**config.mk**
```make
export PLATFORM = sky130hd
export DESIGN_NAME = btn_conditioner
export DESIGN_NICKNAME = d
export VERILOG_FILES = /design/src/rtl/btn_conditioner.sv
export SDC_FILE = /design/constraint.sdc
export NUM_CORES = 1
export LEC_CHECK = 0
export CORE_ASPECT_RATIO = 0.8
export CORE_UTILIZATION = 55
export CTS_BUF_LIST = sky130_fd_sc_hd__clkbuf_4 sky130_fd_sc_hd__clkbuf_8
export CTS_CLUSTER_DIAMETER = 30
export DETAILED_ROUTE_END_ITERATION = 16
export PLACE_DENSITY = 0.74
export SYNTH_ARGS = -nofsm -noshare
export SYNTH_HDL_FRONTEND = slang
export SYNTH_SLANG_ARGS = --single-unit
```
**constraint.sdc**
```tcl
create_clock -name clk -period 5.8 [get_ports clk]
set_input_delay 0.87 -clock clk [delete_from_list [all_inputs] [get_ports clk]]
set_output_delay 0.87 -clock clk [all_outputs]
set_load 0.02 [all_outputs]
```
**src/rtl/btn_conditioner.sv**
```systemverilog
// btn_conditioner
//   Front end for the ten number keys and two cursor keys of the text-LCD board.
//   Each raw button is synchronised and debounced. Each group is then reduced to a
//   clean one-hot (or all-zero) level, and a held cursor key is given auto-repeat.
//   The outputs drive the number_btn/control_btn inputs of the LCD cursor/write
//   controller.
//
// Ports
//   clk          in   1   system clock
//   rst          in   1   asynchronous, active-high reset
//   number_raw   in  10   raw number keys, bit 9 = '1' ... bit 1 = '9', bit 0 = '0'
//   control_raw  in   2   raw cursor keys, bit 1 = Left, bit 0 = Right
//   number_btn   out 10   conditioned number level, one-hot or zero
//   control_btn  out  2   conditioned cursor level, one-hot or zero, dips low for repeats
//   press_strobe out  1   one-cycle pulse on every rising edge of either output group
//   multi_err    out  1   a group is idle and sees more than one debounced key pressed

module btn_conditioner #(
    parameter int DEBOUNCE_CNT = 20,
    parameter int REPEAT_DELAY = 200,
    parameter int REPEAT_RATE  = 64
) (
    input  logic       clk,
    input  logic       rst,
    input  logic [9:0] number_raw,
    input  logic [1:0] control_raw,
    output logic [9:0] number_btn,
    output logic [1:0] control_btn,
    output logic       press_strobe,
    output logic       multi_err
);

    localparam int DB_W    = $clog2(DEBOUNCE_CNT + 1);
    localparam int RPT_MAX = (REPEAT_DELAY > REPEAT_RATE) ? REPEAT_DELAY : REPEAT_RATE;
    localparam int RPT_W   = $clog2(RPT_MAX + 1);

    localparam logic [DB_W-1:0]  DB_LAST    = DB_W'(DEBOUNCE_CNT - 1);
    localparam logic [RPT_W-1:0] DELAY_LAST = RPT_W'(REPEAT_DELAY - 1);
    localparam logic [RPT_W-1:0] RATE_LAST  = RPT_W'(REPEAT_RATE - 1);

    typedef enum logic [1:0] {N_IDLE, N_ACTIVE, N_RELEASE} num_state_t;
    typedef enum logic [2:0] {C_IDLE, C_HOLD, C_GAP, C_REPEAT, C_RELEASE} ctl_state_t;

    // All twelve buttons are handled as one vector: number keys on top, cursor keys below.
    logic [11:0]     sync1_q, sync1_d;
    logic [11:0]     sync2_q, sync2_d;
    logic [11:0]     stable_q, stable_d;
    logic [DB_W-1:0] db_cnt_q [12];
    logic [DB_W-1:0] db_cnt_d [12];

    logic [9:0] num_stable;
    logic [1:0] ctl_stable;

    num_state_t       num_state_q;
    logic [9:0]       number_btn_q;
    logic             num_rise_q;
    logic             num_multi_q;

    ctl_state_t       ctl_state_q;
    logic [1:0]       control_btn_q;
    logic [1:0]       ctl_key_q;
    logic [RPT_W-1:0] rpt_cnt_q;
    logic             ctl_rise_q;
    logic             ctl_multi_q;

    // Synchroniser and per-bit debounce. A bit's counter only runs while the synced
    // value disagrees with the stable value. The stable bit flips on the
    // DEBOUNCE_CNT-th consecutive disagreeing cycle. The counter stops at
    // DEBOUNCE_CNT-1, so it can never wrap.
    always_comb begin
        sync1_d  = {number_raw, control_raw};
        sync2_d  = sync1_q;
        stable_d = stable_q;
        for (int i = 0; i < 12; i++) begin
            db_cnt_d[i] = '0;
            if (sync2_q[i] != stable_q[i]) begin
                if (db_cnt_q[i] >= DB_LAST) begin
                    stable_d[i] = sync2_q[i];
                end else begin
                    db_cnt_d[i] = db_cnt_q[i] + 1'b1;
                end
            end
        end
    end

    always_ff @(posedge clk or posedge rst) begin
        if (rst) begin
            sync1_q  <= '0;
            sync2_q  <= '0;
            stable_q <= '0;
            for (int i = 0; i < 12; i++) begin
                db_cnt_q[i] <= '0;
            end
        end else begin
            sync1_q  <= sync1_d;
            sync2_q  <= sync2_d;
            stable_q <= stable_d;
            for (int i = 0; i < 12; i++) begin
                db_cnt_q[i] <= db_cnt_d[i];
            end
        end
    end

    assign num_stable = stable_q[11:2];
    assign ctl_stable = stable_q[1:0];

    // Number group. While active, number_btn_q doubles as the latched key.
    // After a release, nothing new is accepted until every number key is up.
    // This stops a second key that is still held from producing a late press.
    always_ff @(posedge clk or posedge rst) begin
        if (rst) begin
            num_state_q  <= N_IDLE;
            number_btn_q <= '0;
            num_rise_q   <= 1'b0;
            num_multi_q  <= 1'b0;
        end else begin
            num_rise_q  <= 1'b0;
            num_multi_q <= 1'b0;
            case (num_state_q)
                N_IDLE: begin
                    if ($onehot(num_stable)) begin
                        number_btn_q <= num_stable;
                        num_rise_q   <= 1'b1;
                        num_state_q  <= N_ACTIVE;
                    end else if (num_stable != '0) begin
                        num_multi_q <= 1'b1;
                    end
                end
                N_ACTIVE: begin
                    if ((num_stable & number_btn_q) == '0) begin
                        number_btn_q <= '0;
                        num_state_q  <= N_RELEASE;
                    end
                end
                N_RELEASE: begin
                    if (num_stable == '0) begin
                        num_state_q <= N_IDLE;
                    end
                end
                default: begin
                    number_btn_q <= '0;
                    num_state_q  <= N_IDLE;
                end
            endcase
        end
    end

    // Cursor group with auto-repeat. The first hold phase lasts REPEAT_DELAY cycles.
    // Each later phase lasts REPEAT_RATE cycles. Every phase is followed by a single
    // low cycle, so the downstream controller sees a fresh edge. A release is checked
    // before count expiry, and also during the gap, so a released key never re-rises.
    always_ff @(posedge clk or posedge rst) begin
        if (rst) begin
            ctl_state_q   <= C_IDLE;
            control_btn_q <= '0;
            ctl_key_q     <= '0;
            rpt_cnt_q     <= '0;
            ctl_rise_q    <= 1'b0;
            ctl_multi_q   <= 1'b0;
        end else begin
            ctl_rise_q  <= 1'b0;
            ctl_multi_q <= 1'b0;
            case (ctl_state_q)
                C_IDLE: begin
                    if ($onehot(ctl_stable)) begin
                        ctl_key_q     <= ctl_stable;
                        control_btn_q <= ctl_stable;
                        ctl_rise_q    <= 1'b1;
                        rpt_cnt_q     <= '0;
                        ctl_state_q   <= C_HOLD;
                    end else if (ctl_stable != '0) begin
                        ctl_multi_q <= 1'b1;
                    end
                end
                C_HOLD, C_REPEAT: begin
                    if ((ctl_stable & ctl_key_q) == '0) begin
                        control_btn_q <= '0;
                        ctl_state_q   <= C_RELEASE;
                    end else if (rpt_cnt_q >= ((ctl_state_q == C_HOLD) ? DELAY_LAST : RATE_LAST)) begin
                        control_btn_q <= '0;
                        ctl_state_q   <= C_GAP;
                    end else begin
                        rpt_cnt_q <= rpt_cnt_q + 1'b1;
                    end
                end
                C_GAP: begin
                    if ((ctl_stable & ctl_key_q) == '0) begin
                        ctl_state_q <= C_RELEASE;
                    end else begin
                        control_btn_q <= ctl_key_q;
                        ctl_rise_q    <= 1'b1;
                        rpt_cnt_q     <= '0;
                        ctl_state_q   <= C_REPEAT;
                    end
                end
                C_RELEASE: begin
                    if (ctl_stable == '0) begin
                        ctl_state_q <= C_IDLE;
                    end
                end
                default: begin
                    control_btn_q <= '0;
                    ctl_state_q   <= C_IDLE;
                end
            endcase
        end
    end

    assign number_btn   = number_btn_q;
    assign control_btn  = control_btn_q;
    assign press_strobe = num_rise_q | ctl_rise_q;
    assign multi_err    = num_multi_q | ctl_multi_q;

endmodule
```
# After elaboration in Yosys (flattened, before gate mapping)
# Cells that the tools add are included.
[totals]
regBits = 127
inputBits = 14
output_inout_bits = 14
word_cells = 194
[op_classes]
n_addsub = 23
n_lt_le_gt_ge = 13
eq_ne = 29
muxes = 59
bitwise_logic = 6
n_reduce_logical = 28
[ops]
columns = ["cell", "count"]
rows = [
  ["5-bit two-way mux", 24],
  ["5-bit by 1-bit adder with 5-bit output, second input constant", 12],
  ["5-bit >= comparator, second input constant", 12],
  ["8-bit two-way mux", 5],
  ["10-bit one-hot mux with 3 select lines", 1],
  ["2-bit AND reduction", 13],
  ["8-bit one-hot mux with 3 select lines", 1],
  ["10-bit zero test", 2],
  ["10-bit two-way mux", 2],
  ["2-bit inequality test, second input constant", 8],
  ["3-bit two-way mux", 5],
  ["2-bit two-way mux", 7],
  ["1-bit by 1-bit adder with 2-bit output", 6],
  ["1-bit inequality test", 12],
  ["3-bit one-hot mux with 4 select lines", 1],
  ["10-bit AND", 1],
  ["1-bit two-way mux", 10],
  ["10-bit nonzero test", 1],
  ["3-bit AND reduction", 3],
  ["8-bit by 1-bit adder with 8-bit output, second input constant", 1],
  ["8-bit >= comparator", 1],
  ["2-bit one-hot mux with 4 select lines", 1],
  ["2-bit by 2-bit adder with 3-bit output", 2],
  ["3-bit by 2-bit equality test with 1-bit output, second input constant", 2],
  ["other kinds (20)", 25],
]

# Logic depth before layout (Yosys ltp)
[logic_depth]
depth_word = 7
ltp_mapped = 13
ltp_nobuf = 12

# Least setup slack after synthesis
# Ideal clock, no wire load.
[synth_timing]
path_type = "reg2reg"
startpoint = "reg stable_q[2]"
endpoint = "reg number_btn_q[0], in the netlist number_btn[0]"
setup_time_ns = 0.127
t_arrival_ns = 3.527
required_ns = 5.673
slack_ns = 2.146
stages_incl_launch_ff = 14
n_path_buf = 1
synth_period_minus_slack_ns = 3.654
cell_sequence = "dfrtp_1 fa_1 fa_1 inv_1 fa_1 inv_1 ha_1 inv_1 fa_1 a2111o_1 a211o_1 buf_2 nand3b_1 nand3_1"
[synth_between]
elab_chain_cells = 7
word_cells_on_any_way = 12
classes_between = "add/sub (4); eq/ne (3); mux (2); bitwise (1); reduce/logical (2)"
[synth_rtl]
columns = ["item", "line", "source"]
rows = [
  ["start: declaration", "47", "logic [11:0] stable_q, stable_d;"],
  ["start signal: assignment", "97", "stable_q <= stable_d;"],
  ["1-bit by 1-bit adder with 2-bit output (implied by the code)", "121", "if ($onehot(num_stable)) begin"],
  ["2-bit by 2-bit adder with 3-bit output (implied by the code)", "121", ""],
  ["3-bit by 3-bit adder with 4-bit output (implied by the code)", "121", ""],
  ["4-bit by 2-bit adder with 4-bit output (implied by the code)", "121", ""],
  ["4-bit by 1-bit equality test with 1-bit output", "121", ""],
  ["2-bit inequality test (no line)", "--", ""],
  ["3-bit AND reduction (no line)", "--", ""],
  ["end signal: assignment", "122", "number_btn_q <= num_stable;"],
  ["end: declaration", "55", "logic [9:0] number_btn_q;"],
]
# Parallel ways exist; a longest one is shown, timed or not. The select of a mux whose other input is x is not followed.
# A chain may end at the register's enable or synchronous reset.

# Final worst setup path
[layout_timing]
startpoint = "reg stable_q[2]"
endpoint = "reg number_btn_q[5], in the netlist number_btn[5]"
[layout_between]
elab_chain_cells = 7
word_cells_on_any_way = 10
classes_between = "add/sub (4); eq/ne (3); bitwise (1); reduce/logical (2)"
[layout_rtl]
columns = ["item", "line"]
rows = [
  ["1-bit by 1-bit adder with 2-bit output (implied by the code)", "121"],
  ["2-bit by 2-bit adder with 3-bit output (implied by the code)", "121"],
  ["3-bit by 3-bit adder with 4-bit output (implied by the code)", "121"],
  ["4-bit by 2-bit adder with 4-bit output (implied by the code)", "121"],
  ["4-bit by 1-bit equality test with 1-bit output", "121"],
  ["2-bit inequality test (no line)", "--"],
  ["3-bit AND reduction (no line) *", "--"],
]
# Mark *: on every way between the ends. The rest lies on a longest branch, timed or not.

==> flow_metrics.env <==
export IMPL_status="completed"
export IMPL_crit_type="flop to flop"
export IMPL_antenna_found_initial=0
export IMPL_via_per_inst=5.534
export IMPL_post_cts_setup_buffers=0
export IMPL_grt_overflow_total=0
export IMPL_fin_nets=590
export IMPL_synth_fp_nets=552
export IMPL_cts_sinks=127
export IMPL_start_util_pct=58.12
export IMPL_synth_fa_ha_area_share_pct=7.096
export IMPL_synthTopCellsByArea="dfrtp_1, xor2_1, ha_1"
export IMPL_pin_count=28
export IMPL_worst_pin_slew_ps=864.2
export IMPL_worst_path_most_repeated_cell="fa_1"
export IMPL_whs_ps=353.2
export IMPL_wirelength_um=10240
export IMPL_finalCriticalPeriod_ps=4088
export IMPL_fp_dieW_um=116.3
export IMPL_synthArstFlopShare_pct=100.0
export IMPL_synth_compound_gate_area_share_pct=11.04
export IMPL_synth_top_family_by_area="simple AND/OR/NAND/NOR gates"
export IMPL_slew_violations=0
export IMPL_finalClockSkew_ps=11.77
export IMPL_grt_max_degree=73
export IMPL_drive_gt1_share_pct=9.643
export IMPL_drv_cap=0
export IMPL_synth_edf_count=0
export IMPL_place_area_um2=6153
export IMPL_critPathMaxFanout=11
export IMPL_clk_pin_slew_ps=70
export IMPL_p_leak_uw=0.003200
export IMPL_hp_class="flop to flop"
export IMPL_area_growth_syn_to_layout_pct=14.95
export IMPL_gp_congestion=0.8645
export IMPL_end_kind="flop"
export IMPL_setup_viol=0
export IMPL_path_buf_inv=3
export IMPL_tns_ps=0
export IMPL_fin_area_um2=6608
export IMPL_synthMuxAreaShare_pct=2.525
export IMPL_dp_hpwl_um=6867
export IMPL_synth_common_cells="dfrtp_1, nor2_1, nand3_1"
export IMPL_rsz0062_at_grt="no"
export IMPL_fp_row_count=32
export IMPL_wl_per_cell_um=14.72
export IMPL_core_um2=9889
export IMPL_synth_simple_area_share_pct=14.39
export IMPL_crit_chain="fa_1 -> fa_1 -> inv_1 -> fa_1 -> inv_1 -> ha_1 -> inv_1 -> fa_1 -> a2111o_1 -> a2111oi_4 -> nand2_1 -> nand3_1"
export IMPL_synth_largest_area_cell="dfrtp_1"
export IMPL_finalHoldViolations=0
export IMPL_synthFlopType="dfrtp_1"
export IMPL_critPathMaxStageDelay_ps=660
export IMPL_grt_pass1_vias=3873
export IMPL_final_period_utilization_pct=70.49
export IMPL_ant_nets=0
export IMPL_n_antenna_cell=0
export IMPL_track_usage_pct=21.82
export IMPL_yosysMostFrequentCell="dfrtp_1"
export IMPL_root_buffer="clkbuf_8"
export IMPL_p_per_area_nw_per_um2=283.8
export IMPL_die_area_um2=10870
export IMPL_ys_seq_area_share_pct=55.29
export IMPL_syn_inst=509
export IMPL_synth_area_per_cell_um2=11.29
export IMPL_irDropWorstVdd_uv=263.9
export IMPL_ys_types=48
export IMPL_vias=3852
export IMPL_synthesis_area_um2=5748
export IMPL_yosys_warnings=0
export IMPL_path_delay_family="adder cells"
export IMPL_port_buffer_count=27
export IMPL_synth_top_area_share_pct=55.29
export IMPL_ys_seq_elements=127
export IMPL_met2_length_um=4797
export IMPL_critical_path_slowest_cell="a2111oi_4"
export IMPL_slew_headroom_pct=42.39
export IMPL_die_h_um=93.44
export IMPL_first_iter_violations=270
export IMPL_wl_met3_um=353
export IMPL_wl_met1_um=4873
export IMPL_cts_buffers=17
export IMPL_crit_required_ps=6170
export IMPL_drtPass1Iterations=4
export IMPL_clk_latency_ps=430
export IMPL_startpoint_type="flop"
export IMPL_clock_fmax_ghz=0.2446
export IMPL_cts_resized=0
export IMPL_synth_xor_area_share_pct=7.314
export IMPL_cts_htree_levels=4
export IMPL_worstPathArrival_ps=4460
export IMPL_dr_max_layer_used="met4"
export IMPL_grt_pass1_wl_um=18000
export IMPL_cts_tree="done"
export IMPL_drc=0
export IMPL_clock_path_buffers=2
export IMPL_ctsHoldBuffers=0
through the flow:
step | total power, uW | setup slack (ps) | std cells | utilization (%)
after global routing | 1949 | 1471 | 696 | 66.81
after global placement | 1031 | 1850 | 664 | 62.22
final | 1875 | 1712 | 696 | 66.81
after CTS | 1897 | 1700 | 696 | 66.81
after detailed placement | 1035 | 1760 | 664 | 62.22
after floorplan | 1007 | 1546 | 509 | -
cell usage in the layout, fill, tap and decap left out, drive strengths merged, types with 4 or more instances in the layout:
master,n
ha,23
o21ai,24
a31oi,7
bufinv,4
nand3,41
o211ai,10
dfrtp,127
xor2,36
a22oi,7
a211o,13
nor2,53
clkbuf,22
clkinv,6
nand3b,11
mux2,12
and3,13
nor4,4
nand2,36
a21oi,6
inv,24
clkdlybuf4s50,27
xnor2,12
fa,6
sequential cells by signal (all words and copies together) (netlist names):
| name | flops |
|---|---|
| control_btn | 2 |
| ctl_key_q | 2 |
| ctl_multi_q | 1 |
| ctl_rise_q | 1 |
| ctl_state_q | 3 |
| db_cnt_q | 60 |
| num_multi_q | 1 |
| num_rise_q | 1 |
| num_state_q | 2 |
| number_btn | 10 |
| rpt_cnt_q | 8 |
| stable_q | 12 |
| sync1_q | 12 |
| sync2_q | 12 |
worst register-to-register path, stage by stage (launching register included):
cell,delay (ps)
dfrtp_1,460
fa_1,530
fa_1,510
inv_1,50
fa_1,430
inv_1,70
ha_1,160
inv_1,70
fa_1,390
a2111o_1,460
a2111oi_4,660
nand2_1,140
nand3_1,100
cells by family (layout without fill, tap and decap cells):
family / Yosys count / after routing
buffers and inverters: 33 / 84
adders and majority gates: 29 / 29
xor gates and xnor gates: 48 / 48
and+or+nand+nor: 174 / 174
AOI/OAI and AO/OA: 85 / 85
DFF: 127 / 127
muxes: 13 / 13
cell type report:
| type | instances | area (um2) |
|---|---|---|
| Tap cell | 136 | 170.2 |
| Clock inverter | 10 | 157.7 |
| Clock buffer | 22 | 296.5 |
| Fill cell | 734 | 3282 |
| Timing Repair Buffer | 28 | 277.8 |
| Multi-Input combinational cell | 349 | 2435 |
| Sequential cell | 127 | 3178 |
| Inverter | 24 | 92.59 |
where the power goes:
group          switching, uW  leakage [uW]  internal (uW)
sequential              25.7       0.00169            914
combinational           42.4       0.00128           36.0
clock                    339      0.000236            518
total                    407       0.00320           1470
metal layers:
metal  up-vias  track usage [%]
met4         0            10.15
met1      1902            29.02
li1       1860                -
met3        20            5.962
met5         -                0
met2        70            33.23
worst paths after layout:
check	to	startpoint	slack, ps	depth (start not counted)
max in group asynchronous	db_cnt_q[15]	rst	3600	3
worst max-delay path	number_btn[5]	stable_q[2]	1710	12
worst min register to register	sync2_q[2]	sync1_q[2]	350	0
min in group asynchronous	sync1_q[0]	rst	960	2
worst max register to register	number_btn[5]	stable_q[2]	1710	12
worst min-delay path	sync2_q[2]	sync1_q[2]	350	0
Note: power is estimated with default switching activity, not from simulation.
